[src/rtl/e_bus_cycle_sequencer.sv]
// ============================================================================
// Module  : e_bus_cycle_sequencer
// Brief   : Per-E-cycle chip-select / read / write strobe sequencer running
//           in the fast clock domain, with stretch and short-cycle flags.
// Revision: 1.0 - initial release
// ============================================================================
`timescale 1ns/1ps
`default_nettype none

module e_bus_cycle_sequencer #(
    parameter int SYNC_STAGES     = 2,
    parameter int SETUP_CYCLES    = 4,
    parameter int HOLD_CYCLES     = 2,
    parameter int MAX_HIGH_CYCLES = 100,
    parameter int CNT_W           = 8
) (
    input  logic i_clk,
    input  logic i_reset,
    input  logic i_e_clk,
    input  logic i_rw,
    input  logic i_addr_hit,
    output logic o_cs,
    output logic o_rd,
    output logic o_wr,
    output logic o_data_latch,
    output logic o_busy,
    output logic o_e_stretch,
    output logic o_short_cycle
);

    localparam logic [CNT_W-1:0] c_SETUP     = CNT_W'(SETUP_CYCLES);
    localparam logic [CNT_W-1:0] c_MAX_HIGH  = CNT_W'(MAX_HIGH_CYCLES);
    localparam logic [CNT_W-1:0] c_HOLD_LAST = CNT_W'(HOLD_CYCLES - 1);
    localparam logic [CNT_W-1:0] c_CNT_SAT   = {CNT_W{1'b1}};

    typedef enum logic [2:0] {
        S_IDLE   = 3'd0,
        S_SKIP   = 3'd1,
        S_SETUP  = 3'd2,
        S_ACTIVE = 3'd3,
        S_HOLD   = 3'd4
    } state_t;

    logic [SYNC_STAGES-1:0] r_sync;
    logic                   r_e_prev;
    logic [CNT_W-1:0]       r_cnt;
    logic [CNT_W-1:0]       r_hold_cnt;
    state_t                 r_state;
    logic                   r_rw_q;
    logic                   r_cs;
    logic                   r_rd;
    logic                   r_wr;
    logic                   r_data_latch;
    logic                   r_e_stretch;
    logic                   r_short_cycle;

    logic                   w_e_s;
    logic                   w_rise;
    logic                   w_fall;
    logic [CNT_W-1:0]       w_cnt_inc;
    logic                   w_setup_done;
    logic                   w_max_hit;
    logic                   w_start;

    assign w_e_s     = r_sync[SYNC_STAGES-1];
    assign w_rise    = w_e_s & ~r_e_prev;
    assign w_fall    = ~w_e_s & r_e_prev;
    assign w_cnt_inc = (r_cnt == c_CNT_SAT) ? r_cnt : r_cnt + 1'b1;

    // Thresholds test the value the counter is about to take, so the
    // registered strobe lands on the same edge the count reaches the limit.
    assign w_setup_done = w_e_s && (w_cnt_inc == c_SETUP);
    assign w_max_hit    = w_e_s && (w_cnt_inc == c_MAX_HIGH);
    assign w_start      = w_rise && ((r_state == S_IDLE) || (r_state == S_HOLD));

    always_ff @(posedge i_clk) begin
        if (i_reset) begin
            r_sync   <= '0;
            r_e_prev <= 1'b0;
        end else begin
            r_sync   <= {r_sync[SYNC_STAGES-2:0], i_e_clk};
            r_e_prev <= w_e_s;
        end
    end

    always_ff @(posedge i_clk) begin
        if (i_reset) begin
            r_cnt <= '0;
        end else if (w_rise) begin
            r_cnt <= '0;
        end else if (w_e_s) begin
            r_cnt <= w_cnt_inc;
        end
    end

    always_ff @(posedge i_clk) begin
        if (i_reset) begin
            r_state       <= S_IDLE;
            r_rw_q        <= 1'b0;
            r_hold_cnt    <= '0;
            r_cs          <= 1'b0;
            r_rd          <= 1'b0;
            r_wr          <= 1'b0;
            r_data_latch  <= 1'b0;
            r_e_stretch   <= 1'b0;
            r_short_cycle <= 1'b0;
        end else begin
            r_data_latch <= 1'b0;
            if (w_start) begin
                // A new E cycle pre-empts any remaining chip-select hold.
                r_cs          <= 1'b0;
                r_rw_q        <= i_rw;
                r_e_stretch   <= 1'b0;
                r_short_cycle <= 1'b0;
                r_state       <= i_addr_hit ? S_SETUP : S_SKIP;
            end else begin
                case (r_state)
                    S_IDLE: begin
                        r_state <= S_IDLE;
                    end
                    S_SKIP: begin
                        if (w_fall) begin
                            r_state <= S_IDLE;
                        end
                    end
                    S_SETUP: begin
                        if (w_fall) begin
                            r_short_cycle <= 1'b1;
                            r_state       <= S_IDLE;
                        end else if (w_setup_done) begin
                            r_cs    <= 1'b1;
                            r_rd    <= r_rw_q;
                            r_wr    <= ~r_rw_q;
                            r_state <= S_ACTIVE;
                        end
                    end
                    S_ACTIVE: begin
                        if (w_fall) begin
                            r_rd         <= 1'b0;
                            r_wr         <= 1'b0;
                            r_data_latch <= ~r_rw_q;
                            r_hold_cnt   <= '0;
                            r_state      <= S_HOLD;
                        end else if (w_max_hit) begin
                            r_e_stretch <= 1'b1;
                        end
                    end
                    S_HOLD: begin
                        if (r_hold_cnt == c_HOLD_LAST) begin
                            r_cs    <= 1'b0;
                            r_state <= S_IDLE;
                        end else begin
                            r_hold_cnt <= r_hold_cnt + 1'b1;
                        end
                    end
                    default: begin
                        r_cs    <= 1'b0;
                        r_rd    <= 1'b0;
                        r_wr    <= 1'b0;
                        r_state <= S_IDLE;
                    end
                endcase
            end
        end
    end

    assign o_cs          = r_cs;
    assign o_rd          = r_rd;
    assign o_wr          = r_wr;
    assign o_data_latch  = r_data_latch;
    assign o_busy        = (r_state != S_IDLE);
    assign o_e_stretch   = r_e_stretch;
    assign o_short_cycle = r_short_cycle;

endmodule

`default_nettype wire

[config.mk]
export PLATFORM = sky130hd
export DESIGN_NAME = e_bus_cycle_sequencer
export DESIGN_NICKNAME = d
export VERILOG_FILES = /design/src/rtl/e_bus_cycle_sequencer.sv
export SDC_FILE = /design/constraint.sdc
export NUM_CORES = 1
export LEC_CHECK = 0
export CORE_MARGIN = 1
export CORE_UTILIZATION = 45
export DETAILED_ROUTE_END_ITERATION = 16
export PLACE_DENSITY_LB_ADDON = 0.2
export SLEW_MARGIN = 25
export SYNTH_ARGS = -nofsm -noshare
export SYNTH_HDL_FRONTEND = slang
export SYNTH_SLANG_ARGS = --single-unit
[constraint.sdc]
create_clock -name i_clk -period 2.9 [get_ports i_clk]
set_clock_uncertainty 0.15 [all_clocks]
set_input_delay 0.58 -clock i_clk [delete_from_list [all_inputs] [get_ports i_clk]]
set_output_delay 0.58 -clock i_clk [all_outputs]
set_load 0.01 [all_outputs]
==> results.cfg <==
[setup_path]
crit_path_max_fanout = 10
crit_path_end_kind = output port
arrival_ns = 1.64
critPathKind = register to output port
required_ns = 2.17
cp-start-kind = register

[sta]
final-setup-viol-count = 0
min_period_over_period_pct = 81.6
tns_ns = 0
setup_slack_ns = 0.534
maxSlewViolCount = 0
rsz0062_at_grt = no
relSlewSlack_pct = 65.6
finalHoldViolCount = 0
fin_crit_ns = 2.37
max_freq_mhz = 423
worst_pin_slew_ns = 0.514

[cts]
holdBufCountCts = 0
numCtsBuffers = 5
clk_latency_ns = 0.33
cts_resized = 0
cts_tree = yes
cts_root_buf = clkbuf_4
clock_tree.buffer_depth = 2
clk_pin_slew_ns = 0.09
htree_levels = 2
post_cts_buffers = 0
numClockSinks = 29

[floorplan]
die-area_um2 = 3650
core_area_um2 = 3150
die_w_um = 60.4
die_height_um = 60.4
rows = 20
start_util_pct = 48.7
pin_count = 12

[global_routing]
grt_max_degree = 17
grt_antenna_before_repair = 0
grt_pass1_wl_mm = 5.11
track_usage_pct = 19.1
globalRouteOverflowTotal = 0
grt_pass1_vias = 1143

[hold_path]
hold_path.class = register to register

[logic_synthesis]
synth_warnings = 0
synth-seq-cells = 29
synth.avg_cell_area_um2 = 8.77
synth_area_um2 = 1540
synth_ff_type = dfxtp_1
synth_seq_area_share_pct = 37.8
syn_inst = 175
synthDistinctLibCells = 49
synth_edf_count = 0
async_flop_share_pct = 0
synth_nets = 183

[route]
vias_per_cell = 5.54
dr.pass1.iters = 4
wire_per_inst_um = 13.3
routed_wl_mm = 3.02
detail-route-antenna-nets = 0
first_iter_violations = 43
via_count = 1264
drc_errors = 0

[power_and_ir_drop]
p_comb_share_pct = 5.7
max-vdd-ir-drop_mv = 0.254
switchingPower_mw = 0.168
p_clk_share_pct = 33.9
p_seq_share_pct = 60.3
power_density_nw_per_um2 = 401
p_int_mw = 0.512
leakage_nw = 0.566
power_mw = 0.681
swShare_pct = 24.7

[layout]
antenna_cells = 0
syn2layout_area_growth_pct = 10.7
num-nets-final = 191
drive_gt1_share_pct = 9.78
instances_no_fill = 228

[status]
outcome = finished, final reports clean

[job]
maxCapViolCount = 0

[placed_design]
place_congestion = 0.880
post-place-ws_ns = 0.598
place_inst = 220
place_hpwl_mm = 2.15
port_buffers = 11
-- kinds of logic (layout without fill, tap and decap cells) --
group                      Yosys count  count (layout)  share of synthesized area [%]
AOI/OAI and AO/OA                   27              27                           13.7
xor gates and xnor gates             9               9                           5.13
adders and majority gates            3               3                           2.45
buffers and inverters               14              23                           4.40
DFF                                 29              29                           37.8
muxes                                5               5                           3.67
and+or+nand+nor                     88              88                           32.8
-- power groups by stage --
stage	clock network, mW	registers [mW]	logic [mW]
after floorplan	0	0.414	0.0312
after global placement	0	0.419	0.0389
after detailed placement	0	0.420	0.0394
after CTS	0.239	0.410	0.0396
after global routing	0.261	0.412	0.0439
final	0.231	0.411	0.0391
-- per-layer routing --
metal | GRT usage [%] | share of wire [%] | wire length (um)
met1 | 23.5 | 46 | 1400
met2 | 30.5 | 47 | 1430
met3 | 6.40 | 4.1 | 125
met4 | 8.77 | 1.9 | 58
met5 | 0 | 0 | 0
-- cells in the final DEF (no fill, tap or decap), types with 3 or more instances in the layout --
master	netlist	layout
xor2_1	7	7
ha_1	3	3
clkdlybuf4s50_1	0	11
clkbuf_4	0	5
nor2b_1	8	8
nor4_1	3	3
o21ai_0	5	5
nor3_1	9	9
nand3_1	4	4
inv_1	3	3
nor2_1	24	24
nand2_1	10	10
a21oi_1	4	4
dfxtp_1	29	29
nand4_1	8	8
nand2b_1	6	6
mux2i_1	3	3
a31oi_1	4	4
-- state kept, by name, indices dropped and copies added, names as in the netlist --
register,count
r_hold_cnt,8
r_sync,2
r_e_prev,1
o_short_cycle,1
o_cs,1
r_rw_q,1
r_cnt,8
o_e_stretch,1
o_data_latch,1
o_wr,1
r_state,3
o_rd,1
-- per-stage QoR --
stage | hold WS (ns) | util, % | cell area, um^2
floorplan | 0.264 | - | 1540
global placement | 0.271 | 52.3 | 1650
detailed placement | 0.278 | 52.3 | 1650
CTS | 0.301 | 53.9 | 1700
global route | 0.309 | 53.9 | 1700
finish | 0.293 | 53.9 | 1700
-- Yosys cell counts (2+ instances only) --
cell      instances  area [um^2]
nand2_1          10         37.5
nand3b_1          2         15.0
a31oi_1           4         25.0
o21ai_0           5         25.0
ha_1              3         37.5
o22ai_1           2         12.5
dfxtp_1          29          581
nand3_2           2         20.0
nor4_1            3         18.8
buf_2             3         15.0
nand4_1           8         50.1
nand2b_1          6         37.5
nand3_1           4         20.0
inv_1             3         11.3
and3_1            2         12.5
mux2i_1           3         30.0
a21oi_1           4         20.0
clkbuf_1          3         11.3
xnor2_1           2         17.5
nor2_1           24         90.1
xor2_1            7         61.3
nor3_1            9         45.0
nor2b_1           8         50.1
buf_4             3         22.5
a211oi_1          2         15.0
-- worst max-delay path: stages, from the launching register on --
cell             delay [ns]
dfxtp_1                0.44
or3_1                  0.40
clkdlybuf4s50_1        0.48
-- path summary, 6_finish.rpt --
| kind | endpoint | start | cells after the start | slack (ns) |
|---|---|---|---|---|
| worst max-delay path | o_busy | r_state[0] | 2 | 0.53 |
| worst min register to register | r_sync[1] | r_sync[0] | 1 | 0.29 |
| worst min-delay path | r_sync[1] | r_sync[0] | 1 | 0.29 |
| worst max register to register | r_state[0] | r_cnt[0] | 7 | 0.55 |
-- cell type report --
class                      instances  area [um^2]
sequential                        29          581
tap                               44         55.1
clock inverter                     2         10.0
timing repair buffer              11          110
fill                             323         1450
clock buffer                       6         41.3
multi-input combinational        132          887
inverter                           4         15.0
(Power assumes the default switching activity.)
